`src/rtl/fpgalink_pkg.sv`:
```
// Shared definitions for the FX2 host-protocol engine: FSM states,
// endpoint addresses and command field layout.
package fpgalink_pkg;

   typedef enum logic [2:0] {
      S_IDLE,
      S_CNT0,
      S_CNT1,
      S_CNT2,
      S_CNT3,
      S_WRITE,
      S_READ,
      S_FLUSH
   } state_t;

   localparam logic [1:0] EP_OUT = 2'b00;  // EP2 OUT: host -> FPGA
   localparam logic [1:0] EP_IN  = 2'b10;  // EP6 IN:  FPGA -> host

   localparam int CMD_DIR_BIT = 7;         // 1 = read (f2h), 0 = write (h2f)
   localparam int CHAN_W      = 7;
   localparam int COUNT_W     = 32;

endpackage

```
`src/rtl/fpgalink_fx2_comm.sv`:
```
// FX2 slave-FIFO protocol engine: parses a 5-byte host command
// (dir/channel, 32-bit big-endian count) and streams bytes between the
// FX2 FIFOs and the application channel bus, flushing short IN packets.
module fpgalink_fx2_comm
   import fpgalink_pkg::*;
#(
   parameter int EP_SIZE = 512
) (
   input  logic              IFCLK,
   input  logic              RST,
   input  logic [7:0]        FDI,
   output logic [7:0]        FDO,
   output logic              FDS,
   output logic              SLRD,
   output logic              SLOE,
   output logic              SLWR,
   output logic [1:0]        ADDR,
   input  logic              FLAGB,
   input  logic              FLAGC,
   output logic              PKTEND,
   output logic [CHAN_W-1:0] chan_addr,
   output logic [7:0]        h2f_data,
   output logic              h2f_valid,
   input  logic              h2f_ready,
   input  logic [7:0]        f2h_data,
   input  logic              f2h_valid,
   output logic              f2h_ready
);

   localparam int PKT_W = $clog2(EP_SIZE);

   state_t              state, state_nx;
   logic [COUNT_W-1:0]  count, count_nx, count_sh;
   logic [PKT_W-1:0]    pkt_cnt, pkt_nx, pkt_inc;
   logic [CHAN_W-1:0]   chan_nx;
   logic                dir, dir_nx;
   // Low for the edge of reset and the cycle after it, so the strobes sit at
   // their reset values while RST is asserted rather than following S_IDLE.
   logic                active;

   assign h2f_data = FDI;
   assign FDO      = f2h_data;
   assign count_sh = {count[COUNT_W-9:0], FDI};
   assign pkt_inc  = pkt_cnt + PKT_W'(1);

   // State register and datapath registers, synchronous active-low reset.
   always_ff @(posedge IFCLK) begin
      if (!RST) begin
         active    <= 1'b0;
         state     <= S_IDLE;
         count     <= '0;
         pkt_cnt   <= '0;
         chan_addr <= '0;
         dir       <= 1'b0;
      end else begin
         active    <= 1'b1;
         state     <= state_nx;
         count     <= count_nx;
         pkt_cnt   <= pkt_nx;
         chan_addr <= chan_nx;
         dir       <= dir_nx;
      end
   end

   // Next-state logic and combinational FIFO strobes/handshakes.
   always_comb begin
      state_nx  = state;
      count_nx  = count;
      pkt_nx    = pkt_cnt;
      chan_nx   = chan_addr;
      dir_nx    = dir;
      ADDR      = EP_OUT;
      SLOE      = 1'b1;
      SLRD      = 1'b1;
      SLWR      = 1'b1;
      PKTEND    = 1'b1;
      FDS       = 1'b0;
      h2f_valid = 1'b0;
      f2h_ready = 1'b0;
      if (active) begin
         case (state)
            S_IDLE: begin
               SLOE = 1'b0;
               SLRD = !FLAGC;
               if (FLAGC) begin
                  chan_nx  = FDI[CHAN_W-1:0];
                  dir_nx   = FDI[CMD_DIR_BIT];
                  state_nx = S_CNT0;
               end
            end
            S_CNT0, S_CNT1, S_CNT2: begin
               SLOE = 1'b0;
               SLRD = !FLAGC;
               if (FLAGC) begin
                  count_nx = count_sh;
                  state_nx = (state == S_CNT0) ? S_CNT1 :
                             (state == S_CNT1) ? S_CNT2 : S_CNT3;
               end
            end
            S_CNT3: begin
               SLOE = 1'b0;
               SLRD = !FLAGC;
               if (FLAGC) begin
                  count_nx = count_sh;
                  if (count_sh == '0) begin
                     state_nx = S_IDLE;
                  end else if (dir) begin
                     state_nx = S_READ;
                     pkt_nx   = '0;
                  end else begin
                     state_nx = S_WRITE;
                  end
               end
            end
            S_WRITE: begin
               SLOE      = 1'b0;
               h2f_valid = FLAGC;
               SLRD      = !(FLAGC & h2f_ready);
               if (FLAGC & h2f_ready) begin
                  count_nx = count - COUNT_W'(1);
                  if (count == COUNT_W'(1))
                     state_nx = S_IDLE;
               end
            end
            S_READ: begin
               ADDR      = EP_IN;
               FDS       = 1'b1;
               f2h_ready = FLAGB;
               SLWR      = !(FLAGB & f2h_valid);
               if (FLAGB & f2h_valid) begin
                  count_nx = count - COUNT_W'(1);
                  pkt_nx   = pkt_inc;
                  // A full packet ends exactly on the last byte: nothing to flush.
                  if (count == COUNT_W'(1))
                     state_nx = (pkt_inc == '0) ? S_IDLE : S_FLUSH;
               end
            end
            S_FLUSH: begin
               ADDR   = EP_IN;
               PKTEND = !FLAGB;
               if (FLAGB)
                  state_nx = S_IDLE;
            end
            default: state_nx = S_IDLE;
         endcase
      end
   end

endmodule

```
`config.mk`:
```
export PLATFORM = sky130hd
export DESIGN_NAME = fpgalink_fx2_comm
export DESIGN_NICKNAME = d
export VERILOG_FILES = /design/src/rtl/fpgalink_pkg.sv /design/src/rtl/fpgalink_fx2_comm.sv
export SDC_FILE = /design/constraint.sdc
export NUM_CORES = 1
export LEC_CHECK = 0
export CAP_MARGIN = 20
export CORE_UTILIZATION = 45
export CTS_CLUSTER_SIZE = 12
export DETAILED_ROUTE_END_ITERATION = 6
export MAX_ROUTING_LAYER = met4
export PLACE_DENSITY = 0.78
export REMOVE_ABC_BUFFERS = 1
export SYNTH_ARGS = -nofsm -noshare
export SYNTH_HDL_FRONTEND = slang
export SYNTH_SLANG_ARGS = --single-unit
```
`constraint.sdc`:
```
create_clock -name IFCLK -period 5.3 [get_ports IFCLK]
set_clock_uncertainty 0.1 [all_clocks]
set_input_delay 1.06 -clock IFCLK [delete_from_list [all_inputs] [get_ports IFCLK]]
set_output_delay 1.06 -clock IFCLK [all_outputs]
set_load 0.01 [all_outputs]
```
==> flow_summary.json, run 1 <==
{
  "status": "finished clean",
  "critPathTopFamily": "buffers and inverters",
  "clk_pin_slew_worst_paths_ns": 0.08,
  "netlist_top_cells_count": "53 x dfxtp_1, 52 x nor2_1, 49 x nand2_1",
  "cp-startpoint": "FLAGB",
  "hold_viol": 0,
  "critPathCapture": "SLWR",
  "cts_setup_buffers": 0,
  "holdBufCountCts": 0,
  "critPathSlowestCell": "clkdlybuf4s50_1",
  "numPortBuffers": 36,
  "cts_resized": 0,
  "synth-seq-cells": 53,
  "fin_crit_ns": 3.86,
  "reg2reg_from": "count[0]",
  "antenna_left": 0,
  "dominantRegCellSynth": "dfxtp_1",
  "fill_cells": 733,
  "gr-usage-met1_pct": 28.7,
  "insertion_delay_ns": 0.31,
  "p_seq_share_pct": 56.2,
  "peakVddDrop_mv": 0.0934,
  "htree_levels": 2,
  "p_int_mw": 0.539,
  "cts_buffers": 5,
  "drc": 0,
  "antenna_found_initial": 0,
  "clock_sinks": 53,
  "worstSetupPathType": "input pin to output pin",
  "crit_chain": "clkdlybuf4s50_1 -> and4_1 -> inv_1 -> clkdlybuf4s50_1",
  "hp-class": "flop to flop",
  "cp.buffers_inverters": 3,
  "fin_setup_tns_ns": 0,
  "grt_util_met3_pct": 5.72,
  "powerDensity_mw_per_mm2": 194,
  "design.core.area_sq_mm": 0.00729,
  "setup_viol": 0,
  "path_depth": 4,
  "wl_per_cell_um": 15.5,
  "tritoncts": "done",
  "gp_congestion": 0.868,
  "worstPathMaxFanout": 9,
  "r2r_cells": 6,
  "crit_arrival_ns": 2.70,
  "synthTopCellsByArea": "dfxtp_1 31%, o21ai_0 5.9%, nor2_1 5.7%, nand2_1 5.4%, a21oi_1 5.1%",
  "crit_path_start_kind": "input pin",
  "crit_path_end_kind": "output pin",
  "n_antenna_cell": 0,
  "switching_share_pct": 26.3,
  "cts_buffer_depth": 2,
  "crit_required_ns": 4.14,
  "tightestPinTransition_ns": 0.991,
  "fmaxAchievable_mhz": 259,
  "die_y_um": 89.0,
  "root_buffer": "clkbuf_8",
  "grt_max_degree": 64,
  "timing.final.crit_share_pct": 72.8,
  "p_sw_mw": 0.192,
  "area_growth_pct": 10.8,
  "ys_types": 61,
  "grt_pass1_vias": 3256,
  "drt_iter0_drc": 282,
  "grt_overflow": 0,
  "async_flop_share_pct": 0,
  "vias_per_cell": 6.15,
  "grt-busiest-layer": "met2",
  "grtUsageTotal_pct": 23.9,
  "ff2ff_setup_slack_ns": 2.25,
  "yosys_warnings": 0,
  "place_hpwl_mm": 6.04,
  "synth_top_area_share_pct": 31.2,
  "fp.dieW_um": 89.0,
  "synthCells": 470,
  "p_leak_nw": 1.30,
  "p_clk_share_pct": 30.8,
  "firstDrtPassIters": 5,
  "num-nets-final": 493,
  "total_power_mw": 0.731,
  "slew_viol_final": 0,
  "crit_top_cell": "clkdlybuf4s50_1",
  "rsz0062_at_grt": "no",
  "synth_area_sq_mm": 0.00341,
  "drive_above_1_share_pct": 4.06,
  "row_count": 31,
  "slowest_delay_ns": 0.53,
  "drv_cap": 0,
  "pwr-share-comb_pct": 13.0,
  "start_util_pct": 46.7,
  "synth.most_common_cell": "dfxtp_1",
  "die_area_sq_mm": 0.00792,
  "synth_edf_count": 0,
  "r2r_end": "count[31]",
  "synth-seq-area-share_pct": 31.2,
  "wl_mm": 8.78,
  "avgSynthCellArea_sq_um": 7.25,
  "synth_top_cell_by_area": "dfxtp_1",
  "io_pins": 54,
  "grt_pass1_wl_mm": 14.7,
  "vias": 3486,
  "slew_headroom_pct": 33.9,
  "grt_util_met2_pct": 40.0
}
## kinds of logic (layout without fill, tap and decap cells)
logic type	after synthesis	in the layout	synth area share, %
and+or+nand+nor	204	204	30.2
AOI/OAI and AO/OA	140	140	25.5
buffers and inverters	56	54	8.08
DFF	53	53	31.2
muxes	10	10	2.98
adders and majority gates	5	5	1.76
other	1	1	0.110
xor gates and xnor gates	1	1	0.257
## worst min-delay path, stage by stage (launching register included)
cell     delay (ns)
dfxtp_1        0.32
nand3_1        0.06
o22ai_1        0.06
## layout make-up
cell class / instances / area (sq um) / share of cell area, %
clock inverters: 1 / 7.51 / 0.199
flip-flops and latches: 53 / 1060 / 28.1
clock buffers: 7 / 76.3 / 2.02
repair buffers: 41 / 410 / 10.9
inverters: 5 / 18.8 / 0.497
well taps: 99 / 124 / 3.28
multi-input cells: 361 / 2080 / 55.0
## metal layers
metal | up-vias | share of wire [%]
met5 | - | 0
met4 | 0 | 0.52
met3 | 6 | 5.5
met2 | 124 | 50
met1 | 1645 | 44
li1 | 1711 | -
## placed cells by master, fill, tap and decap left out, drive strengths merged, types with 6 or more instances in the layout
cell type / n
clkbuf: 7
nand3: 16
and3: 8
dfxtp: 53
a21oi: 35
a22oi: 10
nor4: 11
mux2i: 9
o21ai: 42
a31oi: 6
nor2: 52
clkdlybuf4s50: 36
o21a: 6
nor3: 25
o22ai: 9
nand2: 49
## how the worst min path moves through the flow
stage,from,cells past startpoint,endpoint
detailed placement,count[27],2,count[27]
global placement,count[27],2,count[27]
global route,count[27],2,count[27]
floorplan,count[27],2,count[27]
finish,count[27],2,count[27]
CTS,count[27],2,count[27]
## state kept, by name, indices dropped and copies added, names as in the netlist
register   flops
count         32
pkt_cnt        9
chan_addr      7
state          3
active         1
dir            1
## power by group through the flow
| stage | sequential [mW] | clock (mW) | combinational [mW] |
|---|---|---|---|
| 2_1_floorplan | 0.419 | 0 | 0.0465 |
| 3_3_place_gp | 0.419 | 0 | 0.0917 |
| 3_5_place_dp | 0.420 | 0 | 0.0937 |
| 4_1_cts | 0.410 | 0.230 | 0.0945 |
| 5_1_grt | 0.412 | 0.248 | 0.103 |
| 6_report | 0.410 | 0.225 | 0.0950 |
## through the flow
| step | hold WS (ns) | util [%] | area (sq um) | instances | worst slack [ns] |
|---|---|---|---|---|---|
| 2_1_floorplan | 0.346 | - | 3150 | 419 | 1.50 |
| 3_3_place_gp | 0.361 | 50.3 | 3670 | 558 | 1.51 |
| 3_5_place_dp | 0.364 | 50.3 | 3670 | 558 | 1.44 |
| 4_1_cts | 0.382 | 51.5 | 3750 | 566 | 1.44 |
| 5_1_grt | 0.404 | 51.8 | 3770 | 567 | 1.35 |
| 6_report | 0.385 | 51.8 | 3770 | 567 | 1.44 |
(Power assumes the default switching activity.)
==> inputs of run 2 (changes only) <==
==> constraint.sdc (replaced) <==
create_clock -name IFCLK -period 4 [get_ports IFCLK]
set_clock_uncertainty 0.1 [all_clocks]
set_input_delay 0.8 -clock IFCLK [delete_from_list [all_inputs] [get_ports IFCLK]]
set_output_delay 0.8 -clock IFCLK [all_outputs]
set_load 0.01 [all_outputs]
==> run 2 against run 1 <==
Net effect:
- register-to-register slack got worse by 1.2 ns
- count of clock-buffer cells in the layout decreased by 2
- largest cell class unchanged
- critical endpoint unchanged
- worst setup slack got worse by 0.83 ns
- sequential power increased by 33%
- largest power group unchanged
- final area increased by 0.43%
- highest routed layer unchanged
==> flow_summary.json, run 2 (synthesis gave the netlist of run 1 again) <==
{
  "status": "finished clean",
  "ff2ff_setup_slack_ns": 1.06,
  "fp.dieW_um": 89.0,
  "drive_above_1_share_pct": 4.49,
  "cts_setup_buffers": 0,
  "fin_setup_tns_ns": 0,
  "r2r_end": "count[31]",
  "crit_path_end_kind": "output pin",
  "p_seq_share_pct": 51.9,
  "drc": 0,
  "antenna_found_initial": 0,
  "die_y_um": 89.0,
  "p_clk_share_pct": 36.2,
  "fmaxAchievable_mhz": 295,
  "crit_arrival_ns": 2.50,
  "layout_common_cells": "53 x dfxtp_1, 52 x nor2_1, 48 x nand2_1",
  "start_util_pct": 46.7,
  "worstPathMaxFanout": 19,
  "insertion_delay_ns": 0.32,
  "hold_depth": 2,
  "antenna_left": 0,
  "worstSetupPathType": "flop to output pin",
  "num-nets-final": 493,
  "fill_cells": 726,
  "fin_crit_ns": 3.40,
  "place_hpwl_mm": 5.84,
  "reg2reg_from": "count[0]",
  "drt_iter0_drc": 306,
  "peakVddDrop_mv": 0.180,
  "grt_pass1_wl_mm": 14.0,
  "pwr-share-comb_pct": 11.9,
  "firstDrtPassIters": 5,
  "switching_share_pct": 25.8,
  "gp_congestion": 0.869,
  "p_leak_nw": 1.32,
  "p_sw_mw": 0.270,
  "total_power_mw": 1.05,
  "slew_headroom_pct": 44.9,
  "grt_overflow": 0,
  "die_area_sq_mm": 0.00792,
  "rsz0062_at_grt": "no",
  "crit_required_ns": 3.10,
  "hp-start": "count[30]",
  "grtUsageTotal_pct": 23.1,
  "finalCoreUtilization_pct": 52.0,
  "row_count": 31,
  "cts_buffers": 5,
  "grt_pass1_vias": 3000,
  "vias_per_cell": 6.10,
  "final_common_cell": "dfxtp_1",
  "grt_max_degree": 43,
  "vias": 3460,
  "tightestPinTransition_ns": 0.821,
  "root_buffer": "clkbuf_8",
  "n_antenna_cell": 0,
  "cts_buffer_depth": 2,
  "numPortBuffers": 36,
  "setup_viol": 0,
  "wl_mm": 8.59,
  "io_pins": 54,
  "hold_viol": 0,
  "clk_pin_slew_worst_paths_ns": 0.10,
  "largest_register_ffs": 32,
  "timing.final.ws_setup_ns": 0.605,
  "clock_sinks": 53,
  "cts_resized": 0,
  "htree_levels": 2,
  "r2r_cells": 6,
  "timing.final.crit_share_pct": 84.9,
  "drv_cap": 0,
  "powerDensity_mw_per_mm2": 276,
  "wl_per_cell_um": 15.1,
  "area_growth_pct": 11.3,
  "hold_end": "count[30]",
  "hp-class": "flop to flop",
  "top_register": "count",
  "holdBufCountCts": 0,
  "design.core.area_sq_mm": 0.00729,
  "p_int_mw": 0.777,
  "place_ws_ns": 0.686,
  "slew_viol_final": 0,
  "tritoncts": "done",
  "holdWs_ns": 0.388,
  "largestRegisters": "count: 32 flops, pkt_cnt: 9 flops, chan_addr: 7 flops",
  "crit_path_start_kind": "flop"
}
## run 2: cell types whose count changed in the layout (fill, tap and decap cells not counted), sizes merged
cell | before | now
clkbuf | 7 | 5
bufinv | 0 | 1
clkinv | 1 | 2
clkinvlp | 1 | 0
inv | 4 | 5
## run 2: final cells by class
cell class | instances | area, sq um | area share, %
multi-input cells | 361 | 2080 | 54.8
well taps | 99 | 124 | 3.27
flip-flops and latches | 53 | 1060 | 28.0
clock buffers | 5 | 68.8 | 1.82
clock inverters | 3 | 43.8 | 1.16
repair buffers | 41 | 398 | 10.5
inverters | 5 | 18.8 | 0.495
## run 2: critical path, cell delays in order (launching register included)
cell             delay, ns
dfxtp_1               0.69
nand2_1               0.14
nor2_1                0.25
and4_1                0.41
inv_1                 0.18
clkdlybuf4s50_1       0.51
## run 2: worst max-delay path by stage
stage	cells after the start	end	slack (ns)	start
6_report	5	SLWR	0.60	state[2]
3_3_place_gp	4	SLWR	0.73	FLAGB
2_1_floorplan	5	count[25]	0.46	FLAGB
5_1_grt	5	SLWR	0.40	state[2]
4_1_cts	5	SLWR	0.63	state[2]
3_5_place_dp	4	SLWR	0.69	FLAGB
## run 2: power by group through the flow
stage / clock network (mW) / logic [mW] / registers, mW
after global routing: 0.405 / 0.136 / 0.546
after CTS: 0.384 / 0.124 / 0.544
after detailed placement: 0 / 0.124 / 0.556
after floorplan: 0 / 0.0616 / 0.555
final: 0.379 / 0.125 / 0.544
after global placement: 0 / 0.121 / 0.556
## run 2: per-stage QoR
step	area, sq um	instances
6_report	3790	567
3_3_place_gp	3680	559
4_1_cts	3790	567
3_5_place_dp	3680	559
2_1_floorplan	3150	419
5_1_grt	3790	567
## run 2: per-layer routing
metal  global-route usage, %  share of wire [%]
met5                       -                  0
met4                    6.64                1.3
met3                    4.06                5.5
met2                    38.3                 48
met1                    29.1                 45
==> inputs of run 3 (changes only) <==
--- a/config.mk
+++ b/config.mk
@@ -10,7 +10,7 @@
 export CTS_CLUSTER_SIZE = 12
 export DETAILED_ROUTE_END_ITERATION = 6
 export MAX_ROUTING_LAYER = met4
-export PLACE_DENSITY = 0.78
+export PLACE_DENSITY = 0.8
 export REMOVE_ABC_BUFFERS = 1
 export SYNTH_ARGS = -nofsm -noshare
 export SYNTH_HDL_FRONTEND = slang
==> constraint.sdc (replaced) <==
create_clock -name IFCLK -period 3.1 [get_ports IFCLK]
set_clock_uncertainty 0.1 [all_clocks]
set_input_delay 0.62 -clock IFCLK [delete_from_list [all_inputs] [get_ports IFCLK]]
set_output_delay 0.62 -clock IFCLK [all_outputs]
set_load 0.01 [all_outputs]
==> run 3 against run 2 <==
Net effect:
- flip-flop and latch count is the same
- combinational power up 41%
- worst setup slack lost 0.35 ns
- register-to-register slack worse by 0.80 ns
- utilization increased by 1.0 points
- final area grew 2.0%
==> flow_summary.json, run 3 (synthesis gave the netlist of run 1 again) <==
{
  "drv_cap": 0,
  "rsz0062_at_grt": "no",
  "crit_required_ns": 3.24,
  "die_y_um": 89.0,
  "multi_input_area_sq_mm": 0.00208,
  "htree_levels": 2,
  "clock_sinks": 53,
  "tritoncts": "done",
  "die_area_sq_mm": 0.00792,
  "dp_cells": 572,
  "grt_pass1_wl_mm": 15.0,
  "r2r_cells": 8,
  "grt_max_degree": 37,
  "grtUsageTotal_pct": 24.8,
  "worstSetupPathType": "flop to flop",
  "hp-class": "flop to flop",
  "grt_pass1_vias": 3242,
  "ff2ff_setup_slack_ns": 0.26,
  "cts_buffer_depth": 2,
  "hold_viol": 0,
  "holdBufCountCts": 0,
  "top_register": "count",
  "root_buffer": "clkbuf_8",
  "row_count": 31,
  "timing.final.crit_share_pct": 91.8,
  "seq_area_sq_mm": 0.00106,
  "gp_congestion": 0.872,
  "cts_buffers": 5,
  "largestRegisters": "count: 32 flops, pkt_cnt: 9 flops, chan_addr: 7 flops",
  "reg2reg_from": "count[0]",
  "r2r_end": "pkt_cnt[3]",
  "drc": 0,
  "cts_resized": 0,
  "io_pins": 54,
  "fin_setup_tns_ns": 0,
  "design.core.area_sq_mm": 0.00729,
  "total_power_mw": 1.29,
  "area_growth_pct": 13.5,
  "largest_register_ffs": 32,
  "status": "finished clean",
  "drt_iter0_drc": 423,
  "drive_above_1_share_pct": 6.88,
  "tightestPinTransition_ns": 0.786,
  "setup_viol": 0,
  "fmaxAchievable_mhz": 352,
  "numPortBuffers": 36,
  "cp-startpoint": "count[0]",
  "crit_path_start_kind": "flop",
  "slew_headroom_pct": 47.6,
  "wl_per_cell_um": 16.0,
  "critPathCapture": "pkt_cnt[3]",
  "cts_setup_buffers": 0,
  "worstPathMaxFanout": 9,
  "num-nets-final": 506,
  "antenna_left": 0,
  "p_leak_nw": 1.37,
  "firstDrtPassIters": 5,
  "fill_cells": 736,
  "holdWs_ns": 0.384,
  "slew_viol_final": 0,
  "fp.dieW_um": 89.0,
  "place_hpwl_mm": 6.39,
  "crit_path_end_kind": "flop",
  "fin_crit_ns": 2.84,
  "vias": 3600,
  "hold_depth": 2,
  "final_common_cell": "dfxtp_1",
  "insertion_delay_ns": 0.31,
  "antenna_found_initial": 0,
  "powerDensity_mw_per_mm2": 333,
  "n_antenna_cell": 0,
  "vias_per_cell": 6.22,
  "grt_overflow": 0,
  "layout_common_cells": "53 x dfxtp_1, 52 x nor2_1, 48 x nand2_1",
  "peakVddDrop_mv": 0.216,
  "clk_pin_slew_worst_paths_ns": 0.10,
  "stdcell_count": 579,
  "wl_mm": 9.28,
  "crit_arrival_ns": 2.99,
  "start_util_pct": 46.7
}
## run 3: cell types whose count changed in the layout (fill, tap and decap cells not counted), sizes merged
cell,previous run,this run
buf,5,18
bufinv,1,0
clkbuf,5,6
clkinv,2,1
clkinvlp,0,1
inv,5,4
## run 3: layout make-up
cell class | count | share of cell area [%]
multi-input combinational | 361 | 53.7
inverter | 5 | 0.485
clock buffer | 6 | 2.14
timing repair buffer | 54 | 12.8
tap | 99 | 3.20
clock inverter | 1 | 0.194
sequential | 53 | 27.4
## run 3: worst min-delay path by stage
stage,startpoint,to,slack [ns]
6_report,count[30],count[30],0.38
5_1_grt,count[30],count[30],0.40
4_1_cts,count[30],count[30],0.39
3_5_place_dp,count[30],count[30],0.37
3_3_place_gp,count[30],count[30],0.37
2_1_floorplan,count[27],count[27],0.35
## run 3: where the power goes
| part | internal (mW) | switching, mW | total [mW] |
|---|---|---|---|
| Sequential | 0.690 | 0.0121 | 0.702 |
| Combinational | 0.0795 | 0.0962 | 0.176 |
| Clock | 0.177 | 0.233 | 0.410 |
| Total | 0.947 | 0.341 | 1.29 |
## run 3: per-stage QoR
stage / setup WS, ns / area [sq um] / util [%]
3_5_place_dp: 0.275 / 3780 / 51.8
6_report: 0.255 / 3870 / 53.0
4_1_cts: 0.269 / 3870 / 53.0
5_1_grt: 0.128 / 3870 / 53.0
3_3_place_gp: 0.333 / 3780 / 51.8
2_1_floorplan: -0.264 / 3150 / -
## run 3: critical path, stage by stage (launching register included)
cell and delay [ns]:
dfxtp_1 0.39, inv_1 0.09, ha_1 0.20, nor3b_1 0.51, nand4b_1 0.26, or3_1 0.48
o31a_1 0.41, o211a_1 0.18, nor3_1 0.15
## run 3: layer usage
layer	track usage, %	part of all wire (%)	vias up
met5	-	0	-
met4	9.96	1.9	0
met3	4.34	5.3	22
met2	41.2	48	159
met1	29.9	45	1693
li1	-	-	1726
